$ cat config.mk
export PLATFORM = sky130hd
export DESIGN_NAME = add_accum
export DESIGN_NICKNAME = d
export VERILOG_FILES = /design/src/rtl/add_accum.sv
export SDC_FILE = /design/constraint.sdc
export NUM_CORES = 1
export LEC_CHECK = 0
export CAP_MARGIN = 20
export CORE_UTILIZATION = 52
export CTS_BUF_LIST = sky130_fd_sc_hd__clkbuf_2 sky130_fd_sc_hd__clkbuf_4 sky130_fd_sc_hd__clkbuf_8
export DETAILED_ROUTE_END_ITERATION = 6
export PLACE_DENSITY_LB_ADDON = 0.15
export SLEW_MARGIN = 20
export SYNTH_ARGS = -nofsm -noshare
export SYNTH_HDL_FRONTEND = slang
export SYNTH_SLANG_ARGS = --single-unit
$ cat constraint.sdc
create_clock -name Clk_In -period 3.9 [get_ports Clk_In]
set_input_delay 0.78 -clock Clk_In [delete_from_list [all_inputs] [get_ports Clk_In]]
set_output_delay 0.78 -clock Clk_In [all_outputs]
set_load 0.05 [all_outputs]
$ cat src/rtl/add_accum.sv
// add_accum: registered LSC+Mul adder with single-add and burst-accumulate modes, handshaked in and out.
// Define ADD_ACCUM_SAT_EN to clamp the accumulator at 2^SUM_W-1 on overflow instead of wrapping.
module add_accum #(
  parameter int A_W   = 4,
  parameter int B_W   = 6,
  parameter int SUM_W = 6,
  parameter int CNT_W = 4
) (
  input  logic             Clk_In,
  input  logic             Rst_In,
  input  logic [A_W-1:0]   LSC_In,
  input  logic [B_W-1:0]   Mul_In,
  input  logic             Mode_In,
  input  logic             Last_In,
  input  logic             In_Valid_In,
  output logic             In_Ready_Out,
  output logic [SUM_W-1:0] Sum_Out,
  output logic             Ovf_Out,
  output logic [CNT_W-1:0] Cnt_Out,
  output logic             Out_Valid_Out,
  input  logic             Out_Ready_In
);
`ifdef ADD_ACCUM_SAT_EN
  localparam bit SAT = 1'b1;
`else
  localparam bit SAT = 1'b0;
`endif
  typedef enum logic [1:0] {IDLE, ACC, HOLD} state_t;
  state_t           state_q;
  logic [SUM_W-1:0] acc_q, sum_q, sum_d;
  logic [CNT_W-1:0] cnt_acc_q, cnt_q, cnt_d;
  logic             ovf_acc_q, ovf_q, ovf_d;
  logic [SUM_W+1:0] raw;
  logic             first, accept, done;
  assign In_Ready_Out  = !Rst_In & (state_q != HOLD | Out_Ready_In);
  assign Out_Valid_Out = state_q == HOLD;
  assign Sum_Out       = sum_q;
  assign Ovf_Out       = ovf_q;
  assign Cnt_Out       = cnt_q;
  // A beat taken outside ACC (IDLE, or HOLD being drained) starts a fresh burst.
  always_comb begin
    first  = state_q != ACC;
    accept = In_Valid_In & In_Ready_Out;
    done   = accept & (Last_In | (first & !Mode_In));
    raw    = (first ? '0 : {2'b00, acc_q}) + (SUM_W+2)'(LSC_In) + (SUM_W+2)'(Mul_In);
    ovf_d  = (!first & ovf_acc_q) | (|raw[SUM_W+1:SUM_W]);
    sum_d  = (SAT && ovf_d) ? '1 : raw[SUM_W-1:0];
    cnt_d  = first ? CNT_W'(1) : (&cnt_acc_q ? cnt_acc_q : cnt_acc_q + 1'b1);
  end
  always_ff @(posedge Clk_In) begin
    if (Rst_In) begin
      state_q   <= IDLE;
      acc_q     <= '0;
      ovf_acc_q <= 1'b0;
      cnt_acc_q <= '0;
      sum_q     <= '0;
      ovf_q     <= 1'b0;
      cnt_q     <= '0;
    end else begin
      if (accept) begin
        acc_q     <= sum_d;
        ovf_acc_q <= ovf_d;
        cnt_acc_q <= cnt_d;
      end
      if (done) begin
        sum_q   <= sum_d;
        ovf_q   <= ovf_d;
        cnt_q   <= cnt_d;
        state_q <= HOLD;
      end else if (accept) begin
        state_q <= ACC;
      end else if (state_q == HOLD && Out_Ready_In) begin
        state_q <= IDLE;
      end
    end
  end
endmodule

# Word-level counts from Yosys, hierarchy flattened
# Index checks and enable logic that the tools add are counted.
# word_totals
regBits,24
in_bits,16
out_inout_bits,13
wordCells,37
# op_classes
add_sub_neg,3
eq_ne,3
n_mux,6
n_bitwise,8
n_reduce_logical,9
# op_table
cell,count
adder 7 x 6 -> 8 bit,1
2-to-1 mux 4 bit,2
adder 6 x 4 -> 7 bit,1
2-to-1 mux 2 bit,3
2-to-1 mux 6 bit,1
bitwise AND 1 bit,5
adder 4 x 1 -> 4 bit (second input constant),1
AND reduction 4 bit,1
OR reduction 2 bit,2
zero test 1 bit,3
OR 1 bit,3
nonzero test 3 bit,1
equality test 2 bit (second input constant),1
!= test 2 x 1 -> 1 bit (second input constant),1
!= test 2 bit (second input constant),1
nonzero test 2 bit,1
logical AND 1 bit,1

# Depth between registers and ports, before layout
# Gate-level depths: netlist of run 1.
# depth
word_depth,6
mapped_depth,10
depth_no_buf,9

# Least setup slack after synthesis of run 1
# OpenSTA, ideal clock, no wires.
# synth_timing
path_kind,register -> register
from,register state_q[0]
to,"register sum_q[5], in the netlist Sum_Out[5]"
setup_time_ns,0.132
t_arrival_ns,2.612
setup_slack_ns,1.155
stages_incl_launch_ff,11
synth_period_minus_slack_ns,2.745
path_cell_list,dfxtp_1 and2b_1 clkbuf_1 and2_1 fa_1 ha_1 fa_1 and3_1 or3_1 nand4_1 a21oi_1
# synth_via
elab_chain_cells,5
word_cells_on_any_way,11
# synth_lines
item,line_no,rtl
start: declaration,29,state_t state_q;
start signal: assignment,52,state_q <= IDLE;
start signal: assignment,69,state_q <= HOLD;
start signal: assignment,71,state_q <= ACC;
"parallel branches: the longest is 5 deep, another holds adder 7 x 6 -> 8 bit",-,
end signal: assignment,66,sum_q <= sum_d;
end: declaration,30,"logic [SUM_W-1:0] acc_q, sum_q, sum_d;"
# Parallel ways; which one is timed is not known.
# A chain may end at the register's enable or synchronous reset.

# Final worst setup path of run 1
# layout_timing
from,input port Out_Ready_In
to,output port In_Ready_Out
# layout_via
elab_chain_cells,2
# layout_lines
item,line_no,rtl
start: declaration,21,input logic Out_Ready_In
OR 1 bit,35,assign In_Ready_Out = !Rst_In & (state_q != HOLD | Out_Ready_In);
bitwise AND 1 bit,35,
end: declaration,16,"output logic In_Ready_Out,"
# No other way between the ends.

==> impl_metrics.tcl, run 1 <==
set metrics [dict create \
    dieHeight_um 53.28 \
    power.share.clock_pct 29.8 \
    netlist.area_leader.share_pct 35.13 \
    numCtsBuffers 3 \
    clock-sinks 24 \
    postCtsHoldBufs 0 \
    fin_skew_ps 14.68 \
    r2r_start "state_q[0]" \
    dieArea_um2 2839 \
    synth_edf_count 0 \
    clockRootBuffer "clkbuf_4" \
    netlist_area_um2 1368 \
    multiInputGateArea_um2 824.5 \
    syn-mean-instance-area_um2 8.711 \
    arrival_ps 2450 \
    power.switching_uw 180.7 \
    ant_nets 0 \
    drt_pre_antenna_iters 4 \
    grt_pass1_vias 1121 \
    fin_crit_sh_pct 82.86 \
    rsz0062_at_grt "no" \
    startpoint_type "primary input" \
    diodes 0 \
    postCtsSetupBuffers 0 \
    die_x_um 53.28 \
    grt_antenna_before_repair 0 \
    critPathMaxFanout 3 \
    netlist_top_cells_count "dfxtp_1, a21oi_1, nand2_1" \
    p_int_uw 433.3 \
    worstHoldStart "acc_q[0]" \
    nNetsFinal 214 \
    netlist_instances 157 \
    setup_viol 0 \
    seqCellArea_um2 480.5 \
    wl_um 2957 \
    whs_path_depth 2 \
    cts_tree "yes" \
    swShare_pct 29.43 \
    via_count 1251 \
    area_delta_synth_final_pct 24.70 \
    cts_resized 0 \
    core_um2 2477 \
    worstSetupPathType "primary input to output port" \
    routabilityCongestion 0.8495 \
    pin_count 29 \
    post_drt_wl_per_cell_um 13.82 \
    r2r_slack_ps 970 \
    insertion_delay_ps 330 \
    clk_pin_slew_worst_paths_ps 140 \
    tns_ps 0 \
    track_usage_pct 24.22 \
    yosysSeqAreaShare_pct 35.13 \
    hold_viol_final 0 \
    synth_nets 186 \
    end_kind "output port" \
    hold_class "flip-flop to flip-flop" \
    hpwl_um 2115 \
    timing.rr.end "Sum_Out[5]" \
    min_to "acc_q[0]" \
    synthArstFlopShare_pct 0 \
    relSlewSlack_pct 49.10 \
    core.rowCount 18 \
    drv_cap 0 \
    fillCellCount 234 \
    drt-initial-drc-count 16 \
    drive_gt1_share_pct 6.522 \
    outcome "finished clean" \
    synth_most_common_cell "dfxtp_1" \
    grt.overflow.total 0 \
    power_frac_seq_pct 44.6 \
    timing.fmax_ghz 0.3094 \
    worst_hold_slack_ps 461.4 \
    cp_data_required_time_ps 3120 \
    p_comb_share_pct 25.7 \
    synthFlopType "dfxtp_1" \
    viasPerCell 5.846 \
    rr_worst_depth 9 \
    powerDensity_nw_per_um2 360.0 \
    ir_worst_vdd_v 0.0004492 \
    synth_top_cell_by_area "dfxtp_1" \
    clock_path_buffers 2 \
    start_util_pct 55.20 \
    ys_warn_count 0 \
    leakage_nw 0.6779 \
    ys_ff_latch 24 \
    htree_levels 1 \
    synth.top_cells.by_area "dfxtp_1, fa_1, ha_1" \
    synth.distinct_cells 36 \
    worst_pin_slew_ps 763.6 \
    port_buffers 28 \
    drcViolationCount 0 \
    drv_slew 0 \
    grt_max_degree 24 \
    period_needed_ps 3232 \
    grt_pass1_wl_um 4940 \
]
## cells in the final DEF, fill, tap and decap left out, types with 2 or more instances in the layout
cell type / n
a21oi_1: 15
a311oi_1: 2
inv_1: 2
nand2_1: 15
nor2b_1: 2
a211oi_1: 3
and2_1: 7
o21ai_1: 5
nand3_1: 13
a21o_1: 3
ha_1: 8
nand2b_1: 2
dfxtp_1: 24
nor3_1: 3
nor2_1: 8
clkbuf_4: 3
and3_1: 3
fa_1: 5
buf_4: 3
nand4_1: 2
xnor2_1: 2
clkdlybuf4s50_1: 28
o21ai_0: 11
a31oi_1: 2
## worst max-delay path by stage
stage	endpoint	slack, ps	startpoint	depth (start not counted)
6_report	In_Ready_Out	670	Out_Ready_In	4
3_5_place_dp	In_Ready_Out	670	Out_Ready_In	4
5_1_grt	In_Ready_Out	640	Out_Ready_In	4
2_1_floorplan	Sum_Out[5]	1160	state_q[0]	10
3_3_place_gp	In_Ready_Out	690	Out_Ready_In	4
4_1_cts	In_Ready_Out	660	Out_Ready_In	4
## stage by stage
stage / instances / power [mW] / cell area [um2] / util (%) / worst slack [ps]
3_5_place_dp: 210 / 0.4358 / 1653 / 66.72 / 670.9
3_3_place_gp: 210 / 0.4325 / 1653 / 66.72 / 689.2
5_1_grt: 214 / 0.6417 / 1705 / 68.84 / 639.9
4_1_cts: 214 / 0.6170 / 1705 / 68.84 / 664.6
2_1_floorplan: 157 / 0.3849 / 1368 / - / 1156
6_report: 214 / 0.6140 / 1705 / 68.84 / 668.3
## critical path: stages
cell	delay, ps
clkdlybuf4s50_1	420
or3b_4	390
and2_1	160
clkdlybuf4s50_1	690
## final cells by class
type / instances / share of cell area (%)
Clock buffer: 3 / 1.321
Clock inverter: 1 / 1.761
Inverter: 2 / 0.4402
Multi-Input combinational cell: 123 / 48.35
Sequential cell: 24 / 28.17
Tap cell: 30 / 2.201
Timing Repair Buffer: 31 / 17.75
## registers in the layout, summed over array words and instances, names as in the netlist
signal / count
Cnt_Out: 4
cnt_acc_q: 4
Sum_Out: 6
state_q: 2
ovf_acc_q: 1
acc_q: 6
Ovf_Out: 1
## per-layer routing
layer	part of all wire (%)	global-route usage, %	vias to the layer above
li1	-	-	615
met1	47	30.70	616
met2	49	40.83	16
met3	2.9	6.034	4
met4	0.78	5.263	0
met5	0	0	-
## cell families (layout without fill, tap and decap cells)
kind of cell    Yosys count  after routing  share of synthesized area, %
xor+xnor                  3              3                         1.922
fa+ha+maj                13             13                         14.64
simple gates             60             60                         22.69
buf+inv                  10             37                         4.575
compound gates           45             45                         19.49
mux                       2              2                         1.555
flops                    24             24                         35.13
## power groups by stage
stage / sequential [mW] / clock (mW) / combinational (mW)
detailed placement: 0.279 / 0 / 0.157
global placement: 0.278 / 0 / 0.154
global route: 0.276 / 0.193 / 0.173
floorplan: 0.299 / 0 / 0.0861
CTS: 0.274 / 0.185 / 0.158
finish: 0.274 / 0.183 / 0.158
No activity file was read; power rests on OpenSTA's default activity.
==> run 2: changes to the inputs <==
--- a/config.mk
+++ b/config.mk
@@ -6,7 +6,7 @@
 export NUM_CORES = 1
 export LEC_CHECK = 0
 export CAP_MARGIN = 20
-export CORE_UTILIZATION = 52
+export CORE_UTILIZATION = 47
 export CTS_BUF_LIST = sky130_fd_sc_hd__clkbuf_2 sky130_fd_sc_hd__clkbuf_4 sky130_fd_sc_hd__clkbuf_8
 export DETAILED_ROUTE_END_ITERATION = 6
 export PLACE_DENSITY_LB_ADDON = 0.15
==> constraint.sdc (replaced) <==
create_clock -name Clk_In -period 2.91 [get_ports Clk_In]
set_input_delay 0.582 -clock Clk_In [delete_from_list [all_inputs] [get_ports Clk_In]]
set_output_delay 0.582 -clock Clk_In [all_outputs]
set_load 0.05 [all_outputs]
==> impl_metrics.tcl, run 2 (synthesis results as in run 1) <==
set metrics [dict create \
    diodes 0 \
    worstSetupPathType "flip-flop to flip-flop" \
    ant_nets 0 \
    port_buffers 28 \
    fin_skew_ps 0.5810 \
    drt-initial-drc-count 30 \
    clock-sinks 24 \
    area_delta_synth_final_pct 25.25 \
    fin_ws_ps 173.5 \
    dp_cells 212 \
    grt_use_met1_pct 25.63 \
    period_needed_ps 2737 \
    min_to "acc_q[0]" \
    core_um2 2758 \
    end_kind "flip-flop" \
    layout_common_cells "clkdlybuf4s50_1, dfxtp_1, nand2_1, a21oi_1, nand3_1" \
    ir_worst_vdd_v 0.0004018 \
    r2r_start "state_q[1]" \
    leakage_nw 0.6829 \
    timing.fmax_ghz 0.3654 \
    wl_um 2883 \
    drcViolationCount 0 \
    relSlewSlack_pct 43.04 \
    tns_ps 0 \
    rr_worst_depth 9 \
    outcome "finished clean" \
    dieArea_um2 3129 \
    fin_crit_sh_pct 94.04 \
    pre_cts_ws_ps -110.6 \
    clockRootBuffer "clkbuf_4" \
    drv_slew 0 \
    arrival_ps 2960 \
    worstHoldStart "acc_q[0]" \
    top_usage_layer "met2" \
    drive_gt1_share_pct 8.108 \
    multiInputGateArea_um2 829.5 \
    grt_pass1_wl_um 5147 \
    cts_tree "yes" \
    numCtsBuffers 3 \
    rsz0062_at_grt "no" \
    timing.rr.end "Sum_Out[5]" \
    seqCellArea_um2 480.5 \
    htree_levels 1 \
    grt_util_met3_pct 4.884 \
    grt_max_degree 27 \
    via_count 1229 \
    startpoint_type "flip-flop" \
    cp_data_required_time_ps 3130 \
    pin_count 29 \
    postCtsHoldBufs 0 \
    post_drt_wl_per_cell_um 13.35 \
    worst_pin_slew_ps 854.4 \
    drt_pre_antenna_iters 4 \
    routabilityCongestion 0.7922 \
    stdcell_count 216 \
    nNetsFinal 215 \
    cp-startpoint "state_q[1]" \
    critPathMaxFanout 5 \
    track_usage_pct 20.75 \
    hold_viol_final 0 \
    clk_pin_slew_worst_paths_ps 130 \
    insertion_delay_ps 310 \
    core.rowCount 19 \
    grt.overflow.total 0 \
    setup_viol 0 \
    drv_cap 0 \
    r2r_slack_ps 170 \
    start_util_pct 49.59 \
    fillCellCount 258 \
    dieHeight_um 55.94 \
    grt_pass1_vias 1193 \
    die_x_um 55.94 \
    whs_path_depth 2 \
    use_met2_pct 37.52 \
    worst_hold_slack_ps 454.5 \
    viasPerCell 5.690 \
    layout_commonest_cell "clkdlybuf4s50_1" \
    hold_class "flip-flop to flip-flop" \
    grt_antenna_before_repair 0 \
    powerDensity_nw_per_um2 444.7 \
    clock_path_buffers 2 \
    hpwl_um 2180 \
]
run 2: cell count changes in the layout (fill, tap and decap cells not counted), sizes merged:
cell / previous run / this run
clkdlybuf4s50: 28 / 27
bufinv: 1 / 0
buf: 3 / 5
clkbuf: 3 / 4
run 2: cell type report:
class | instances | share of cell area (%)
timing repair buffer | 32 | 18.70
multi-input combinational | 123 | 48.43
inverter | 2 | 0.4383
tap | 31 | 2.264
sequential | 24 | 28.05
clock buffer | 4 | 2.118
run 2: worst max-delay path, cell delays in order, from the launching register on:
cell and delay, ps:
dfxtp_1 390, and2b_1 240, and2_1 180, fa_1 440, ha_1 240, fa_1 410
and3_1 210, or3_1 360, nand4_1 100, a21oi_1 70
run 2: metrics by stage:
| stage | total power, mW | util (%) | instance area, um2 |
|---|---|---|---|
| global route | 0.8024 | 62.11 | 1713 |
| finish | 0.7618 | 62.11 | 1713 |
| floorplan | 0.5159 | - | 1368 |
| global placement | 0.5832 | 60.62 | 1672 |
| detailed placement | 0.5887 | 60.62 | 1672 |
| CTS | 0.7645 | 61.93 | 1708 |
run 2: routing by layer:
| layer | vias to the layer above | share of wire [%] | wire, um |
|---|---|---|---|
| met3 | 2 | 3.1 | 89 |
| met1 | 583 | 47 | 1350 |
| li1 | 619 | - | - |
| met2 | 25 | 50 | 1433 |
| met5 | - | 0 | 0 |
| met4 | 0 | 0.31 | 9 |
run 2: repair_timing:
item	4_1_cts	5_1_grt
gates resized for setup	0	2
endpoints found under the setup margin	0	1
setup buffers	0	0
endpoints found under the hold margin	0	0
run 2: how the worst max path moves through the flow:
stage                             to  slack (ps)  depth (start not counted)
final                     Sum_Out[5]         170                          9
after global routing       ovf_acc_q          30                          9
after CTS                    Ovf_Out         150                          9
after detailed placement  Sum_Out[5]        -110                          8
after floorplan           Sum_Out[5]         170                         10
after global placement    Sum_Out[5]         -80                          8
run 2: report_power, final:
group	leakage (nW)	internal (mW)	switching, mW	total, mW
Clock	0.0210	0.0765	0.101	0.177
Sequential	0.197	0.353	0.0145	0.367
Combinational	0.465	0.0930	0.124	0.217
